File: src/rtl/dt_window_sequencer.sv
// dt_window_sequencer: forward/backward raster pass controller feeding the distance-transform datapath.
// Optional feature: define DT_FG_COUNT_EN to add the fg_count output (forward-pass write-back counter).
module dt_window_sequencer #(
    parameter int IMG_W  = 128,
    parameter int ADDR_W = 14,
    parameter int PIX_W  = 8
) (
    input  logic               clk,
    input  logic               reset,
    input  logic               start,
    output logic               busy,
    output logic               done,
`ifdef DT_FG_COUNT_EN
    output logic [ADDR_W-1:0]  fg_count,
`endif
    output logic               res_rd,
    output logic               res_wr,
    output logic [ADDR_W-1:0]  res_addr,
    output logic [PIX_W-1:0]   res_do,
    input  logic [PIX_W-1:0]   res_di,
    output logic               win_valid,
    output logic               win_backward,
    output logic [PIX_W-1:0]   win_center,
    output logic [4*PIX_W-1:0] win_nb,
    input  logic               dt_valid,
    input  logic [PIX_W-1:0]   dt_result
);
    localparam int CW = ADDR_W / 2;
    localparam logic [CW-1:0] LO = CW'(1);
    localparam logic [CW-1:0] HI = CW'(IMG_W - 2);

    typedef enum logic [3:0] {IDLE, RD_CTR, CHK, NB0, NB1, NB2, NB3, CAP, WAIT, WRITE, DONE} state_t;

    state_t                 state;
    logic [CW-1:0]          row, col, adv_row, adv_col;
    logic                   adv_bwd, last, adv;
    logic [3:0][PIX_W-1:0]  nb;

    assign win_nb = nb;

    // Address of neighbour k: NW,N,NE,W on the forward pass, E,SW,S,SE on the backward pass.
    function automatic logic [ADDR_W-1:0] nb_addr(input logic [CW-1:0] r, input logic [CW-1:0] c,
                                                  input logic b, input logic [1:0] k);
        logic [CW-1:0] nr, nc;
        nr = b ? (k == 2'd0 ? r : r + 1'b1) : (k == 2'd3 ? r : r - 1'b1);
        nc = b ? (k == 2'd1 ? c - 1'b1 : k == 2'd2 ? c : c + 1'b1)
               : (k == 2'd0 || k == 2'd3 ? c - 1'b1 : k == 2'd1 ? c : c + 1'b1);
        return {nr, nc};
    endfunction

    // Next scan position; the forward pass hands over to the backward pass at the last centre.
    always_comb begin
        adv_row = row;
        adv_col = col;
        adv_bwd = win_backward;
        last    = 1'b0;
        if (!win_backward) begin
            if (col != HI) adv_col = col + 1'b1;
            else if (row != HI) begin
                adv_col = LO;
                adv_row = row + 1'b1;
            end else adv_bwd = 1'b1;
        end else begin
            if (col != LO) adv_col = col - 1'b1;
            else if (row != LO) begin
                adv_col = HI;
                adv_row = row - 1'b1;
            end else last = 1'b1;
        end
        adv = (state == CHK && res_di == '0) || state == WRITE;
    end

    // Sequencer: state, scan position, window capture and registered RAM strobes.
    always_ff @(posedge clk or negedge reset) begin
        if (!reset) begin
            state        <= IDLE;
            row          <= '0;
            col          <= '0;
            busy         <= 1'b0;
            done         <= 1'b0;
            res_rd       <= 1'b0;
            res_wr       <= 1'b0;
            res_addr     <= '0;
            res_do       <= '0;
            win_valid    <= 1'b0;
            win_backward <= 1'b0;
            win_center   <= '0;
            nb           <= '0;
        end else begin
            res_rd <= 1'b0;
            res_wr <= 1'b0;
            done   <= 1'b0;
            case (state)
                IDLE: if (start) begin
                    state        <= RD_CTR;
                    busy         <= 1'b1;
                    win_backward <= 1'b0;
                    row          <= LO;
                    col          <= LO;
                    res_rd       <= 1'b1;
                    res_addr     <= {LO, LO};
                end
                RD_CTR: state <= CHK;
                CHK: begin
                    win_center <= res_di;
                    if (res_di != '0) begin
                        state    <= NB0;
                        res_rd   <= 1'b1;
                        res_addr <= nb_addr(row, col, win_backward, 2'd0);
                    end
                end
                NB0: begin
                    state    <= NB1;
                    res_rd   <= 1'b1;
                    res_addr <= nb_addr(row, col, win_backward, 2'd1);
                end
                NB1: begin
                    nb[0]    <= res_di;
                    state    <= NB2;
                    res_rd   <= 1'b1;
                    res_addr <= nb_addr(row, col, win_backward, 2'd2);
                end
                NB2: begin
                    nb[1]    <= res_di;
                    state    <= NB3;
                    res_rd   <= 1'b1;
                    res_addr <= nb_addr(row, col, win_backward, 2'd3);
                end
                NB3: begin
                    nb[2] <= res_di;
                    state <= CAP;
                end
                CAP: begin
                    nb[3]     <= res_di;
                    state     <= WAIT;
                    win_valid <= 1'b1;
                end
                WAIT: if (dt_valid) begin
                    win_valid <= 1'b0;
                    state     <= WRITE;
                    res_wr    <= 1'b1;
                    res_addr  <= {row, col};
                    res_do    <= dt_result;
                end
                WRITE: ;
                DONE: begin
                    state <= IDLE;
                    busy  <= 1'b0;
                end
                default: state <= IDLE;
            endcase
            if (adv) begin
                if (last) begin
                    state <= DONE;
                    done  <= 1'b1;
                end else begin
                    state        <= RD_CTR;
                    res_rd       <= 1'b1;
                    res_addr     <= {adv_row, adv_col};
                    row          <= adv_row;
                    col          <= adv_col;
                    win_backward <= adv_bwd;
                end
            end
        end
    end

`ifdef DT_FG_COUNT_EN
    // Forward-pass write-backs since the last accepted start.
    always_ff @(posedge clk or negedge reset) begin
        if (!reset) fg_count <= '0;
        else if (state == IDLE && start) fg_count <= '0;
        else if (state == WRITE && !win_backward) fg_count <= fg_count + 1'b1;
    end
`endif
endmodule

File: config.mk
export PLATFORM = sky130hd
export DESIGN_NAME = dt_window_sequencer
export DESIGN_NICKNAME = d
export VERILOG_FILES = /design/src/rtl/dt_window_sequencer.sv
export SDC_FILE = /design/constraint.sdc
export NUM_CORES = 1
export LEC_CHECK = 0
export ABC_AREA = 1
export BUFFER_PORTS_ARGS = -buffer_cell sky130_fd_sc_hd__buf_2
export CAP_MARGIN = 20
export CORE_ASPECT_RATIO = 1.4
export CORE_MARGIN = 3
export CORE_UTILIZATION = 52
export CTS_BUF_LIST = sky130_fd_sc_hd__clkbuf_16
export CTS_CLUSTER_DIAMETER = 60
export DETAILED_ROUTE_END_ITERATION = 8
export HOLD_SLACK_MARGIN = 0.05
export PLACE_DENSITY = 0.77
export SLEW_MARGIN = 20
export SYNTH_ARGS = -nofsm -noshare
export SYNTH_HDL_FRONTEND = slang
export SYNTH_SLANG_ARGS = --single-unit
File: constraint.sdc
create_clock -name clk -period 2.1 [get_ports clk]
set_clock_uncertainty 0.15 [all_clocks]
set_input_delay 0.42 -clock clk [delete_from_list [all_inputs] [get_ports clk]]
set_output_delay 0.42 -clock clk [all_outputs]
set_load 0.05 [all_outputs]
==> reports/results.tsv <==
metric	value	unit
power_density	1750	nW/um2
drc_errors	0	
ant_nets	0	
async_flop_share	100	%
grt_use_total	29.8	%
layout-area-overhead-vs-synth	24.1	%
reg2reg_depth	10	
rsz0062_at_grt	yes	
critical_path.cell_chain	inv_1, buf_4, ha_1, or2_2, o21ai_0, o21ai_0, nor2_1, nand4_1, nand2_1, nand2_1	
critical_path_class	reg -> reg	
yosysTopAreaCellShare	40.4	%
cts-root-buf	clkbuf_16	
place.gp.congestion	0.987	
max_freq	502	MHz
grtUsageMet1	34.8	%
cts_tree	done	
viasPerCell	5.52	
syn-cell-area	5330	um2
fp.dieW	91.6	um
start_util	53.6	%
path_max_fanout	4	
synth_seq_cells	86	
layout_commonest_cell	nand2_1	
drt_first_pass_iters	5	
relSlewSlack	68.1	%
maxCapViolCount	0	
ys.flop_type	dfrtp_1	
ios	88	
crit_family	simple AND/OR/NAND/NOR gates	
clkLatencyLatePin	0.35	ns
worstMarginPinSlew	0.479	ns
layout_common_cells	243 x nand2_1, 86 x buf_2, 83 x dfrtp_1	
die-area	11500	um2
grt_max_degree	38	
antenna_found_initial	0	
core_area	9950	um2
cts_buffers	9	
final_cells	1023	
slew_viol_final	0	
dp_hpwl	12.8	mm
report.final.hold_viol_count	0	
diodes	0	
grt_most_used_layer	met2	
grt-ovfl-total	0	
synth.avg_cell_area	7.08	um2
wl_per_cell	16.6	um
use_met2	51.9	%
grt_pass1_wl	27.3	mm
crit_buf_inv	2	
grt_pass1_vias	5578	
yosysSeqAreaShare	40.4	%
ir_drop	1.15	mV
row_count	43	
io_buffers	87	
hold_path.class	in -> reg	
crit_path_max_incr_delay	0.38	ns
leakagePower	3.59	nW
synth_edf_count	0	
yosysWarnings	0	
worstHoldPathCells	3	
fin_crit_sh	94.9	%
start_kind	flip-flop	
dp_cells	1004	
yosys.area.top_type	dfrtp_1	
ys_types	41	
drive_gt1_share	24.0	%
finalSetupViolations	0	
syn-num-nets	785	
drtIter0Drc	406	
cts_sinks	86	
power	11.6	mW
cp.arrival	2.07	ns
cts.reportedPaths.clkPinSlew	0.08	ns
finalCriticalPeriod	1.99	ns
htree_levels	3	
cts_max_path_buffers	2	
synthTopCellsByArea	dfrtp_1 40%, nand2_1 17%, o21ai_0 7.2%	
grtUsageMet3	4.54	%
slowest_stage	dfrtp_1	
nets	915	
end_kind	flip-flop	
crit_cells	10	
drt_wl_total	16.9	mm
run_status	finished, final reports clean	
syn_inst	753	
cp_data_required_time	2.18	ns
vias	5650	
die_h	126	um
==> routing by layer <==
layer	vias up	share of wire [%]
li1	2695	-
met5	-	0
met2	265	52
met1	2625	38
met4	0	4.3
met3	65	5.7
==> registers in the layout, indices dropped and copies added (netlist names) <==
| name | count |
|---|---|
| win_nb | 32 |
| res_addr | 14 |
| res_do | 8 |
| win_center | 8 |
| col | 7 |
| row | 7 |
| state | 4 |
| busy | 1 |
| done | 1 |
| res_rd | 1 |
| res_wr | 1 |
| win_backward | 1 |
| win_valid | 1 |
==> synthesized netlist by cell type, types with 3 or more instances <==
library cell    n
inv_1          63
buf_4           4
nand4_1        16
clkbuf_1       12
or2_2           3
dfrtp_1        86
buf_2           7
o211ai_1        7
inv_2           4
nand3_1        52
nand2_2         4
a21oi_2         6
nor2_1         72
o21ai_0        77
a21oi_1        30
nor3_1          3
o21ai_1         8
a21boi_0        3
buf_1           3
ha_1           12
nand2_1       245
nor2_4          7
nor2_2          3
xor2_1          4
nand2_4         3
==> tightest hold or removal path, stage by stage <==
cell and delay (ns):
buf_2 0.08, nand2_1 0.04, nand2_1 0.04
==> final cells by class <==
| class | instances | area [um2] |
|---|---|---|
| Inverter | 69 | 265 |
| Tap cell | 135 | 169 |
| Clock buffer | 9 | 225 |
| Fill cell | 888 | 3340 |
| Timing Repair Buffer | 147 | 911 |
| Clock inverter | 7 | 72.6 |
| Sequential cell | 86 | 2160 |
| Multi-Input combinational cell | 570 | 2820 |
==> logic make-up after synthesis <==
family,count (synthesis),share of synthesized area [%]
XOR/XNOR,6,0.986
buffers and inverters,97,7.63
adder cells (fa/ha/maj),12,2.82
AO/OA/AOI/OAI,138,14.2
flip-flops,86,40.4
AND/OR/NAND/NOR,414,34.0
==> report_power, final <==
part,switching [mW],internal (mW)
combinational,5.07,2.02
sequential,0.527,2.37
clock,0.765,0.840
total,6.36,5.23
==> path summary, 6_finish.rpt <==
| path | start | to | slack (ns) |
|---|---|---|---|
| worst min register to register | res_do[6] | res_do[6] | 0.33 |
| worst max register to register | row[1] | res_addr[8] | 0.11 |
| worst max-delay path | row[1] | res_addr[8] | 0.11 |
| worst min-delay path | dt_result[6] | res_do[6] | 0.12 |
| max in group asynchronous | reset | win_nb[8] | 0.76 |
| min in group asynchronous | reset | row[3] | 0.42 |
==> what timing repair did <==
item                                    CTS  global route
endpoints found under the setup margin    0            22
hold endpoints to repair                 31             0
resized for setup                         0            21
setup buffers                             0             2
hold buffers                              1             0
==> per-stage QoR <==
step | setup WS [ns] | TNS (ns) | utilization [%] | area (um2) | hold WS [ns]
2_1_floorplan | 0.0591 | 0 | - | 5330 | -0.0256
5_1_grt | -0.00839 | -0.0263 | 66.5 | 6620 | 0.126
3_5_place_dp | 0.0441 | 0 | 62.7 | 6240 | 0.255
3_3_place_gp | 0.0545 | 0 | 62.7 | 6240 | 0.245
6_report | 0.107 | 0 | 66.5 | 6620 | 0.118
4_1_cts | 0.0189 | 0 | 65.7 | 6540 | 0.115
Power figures use the tool's default switching activity.
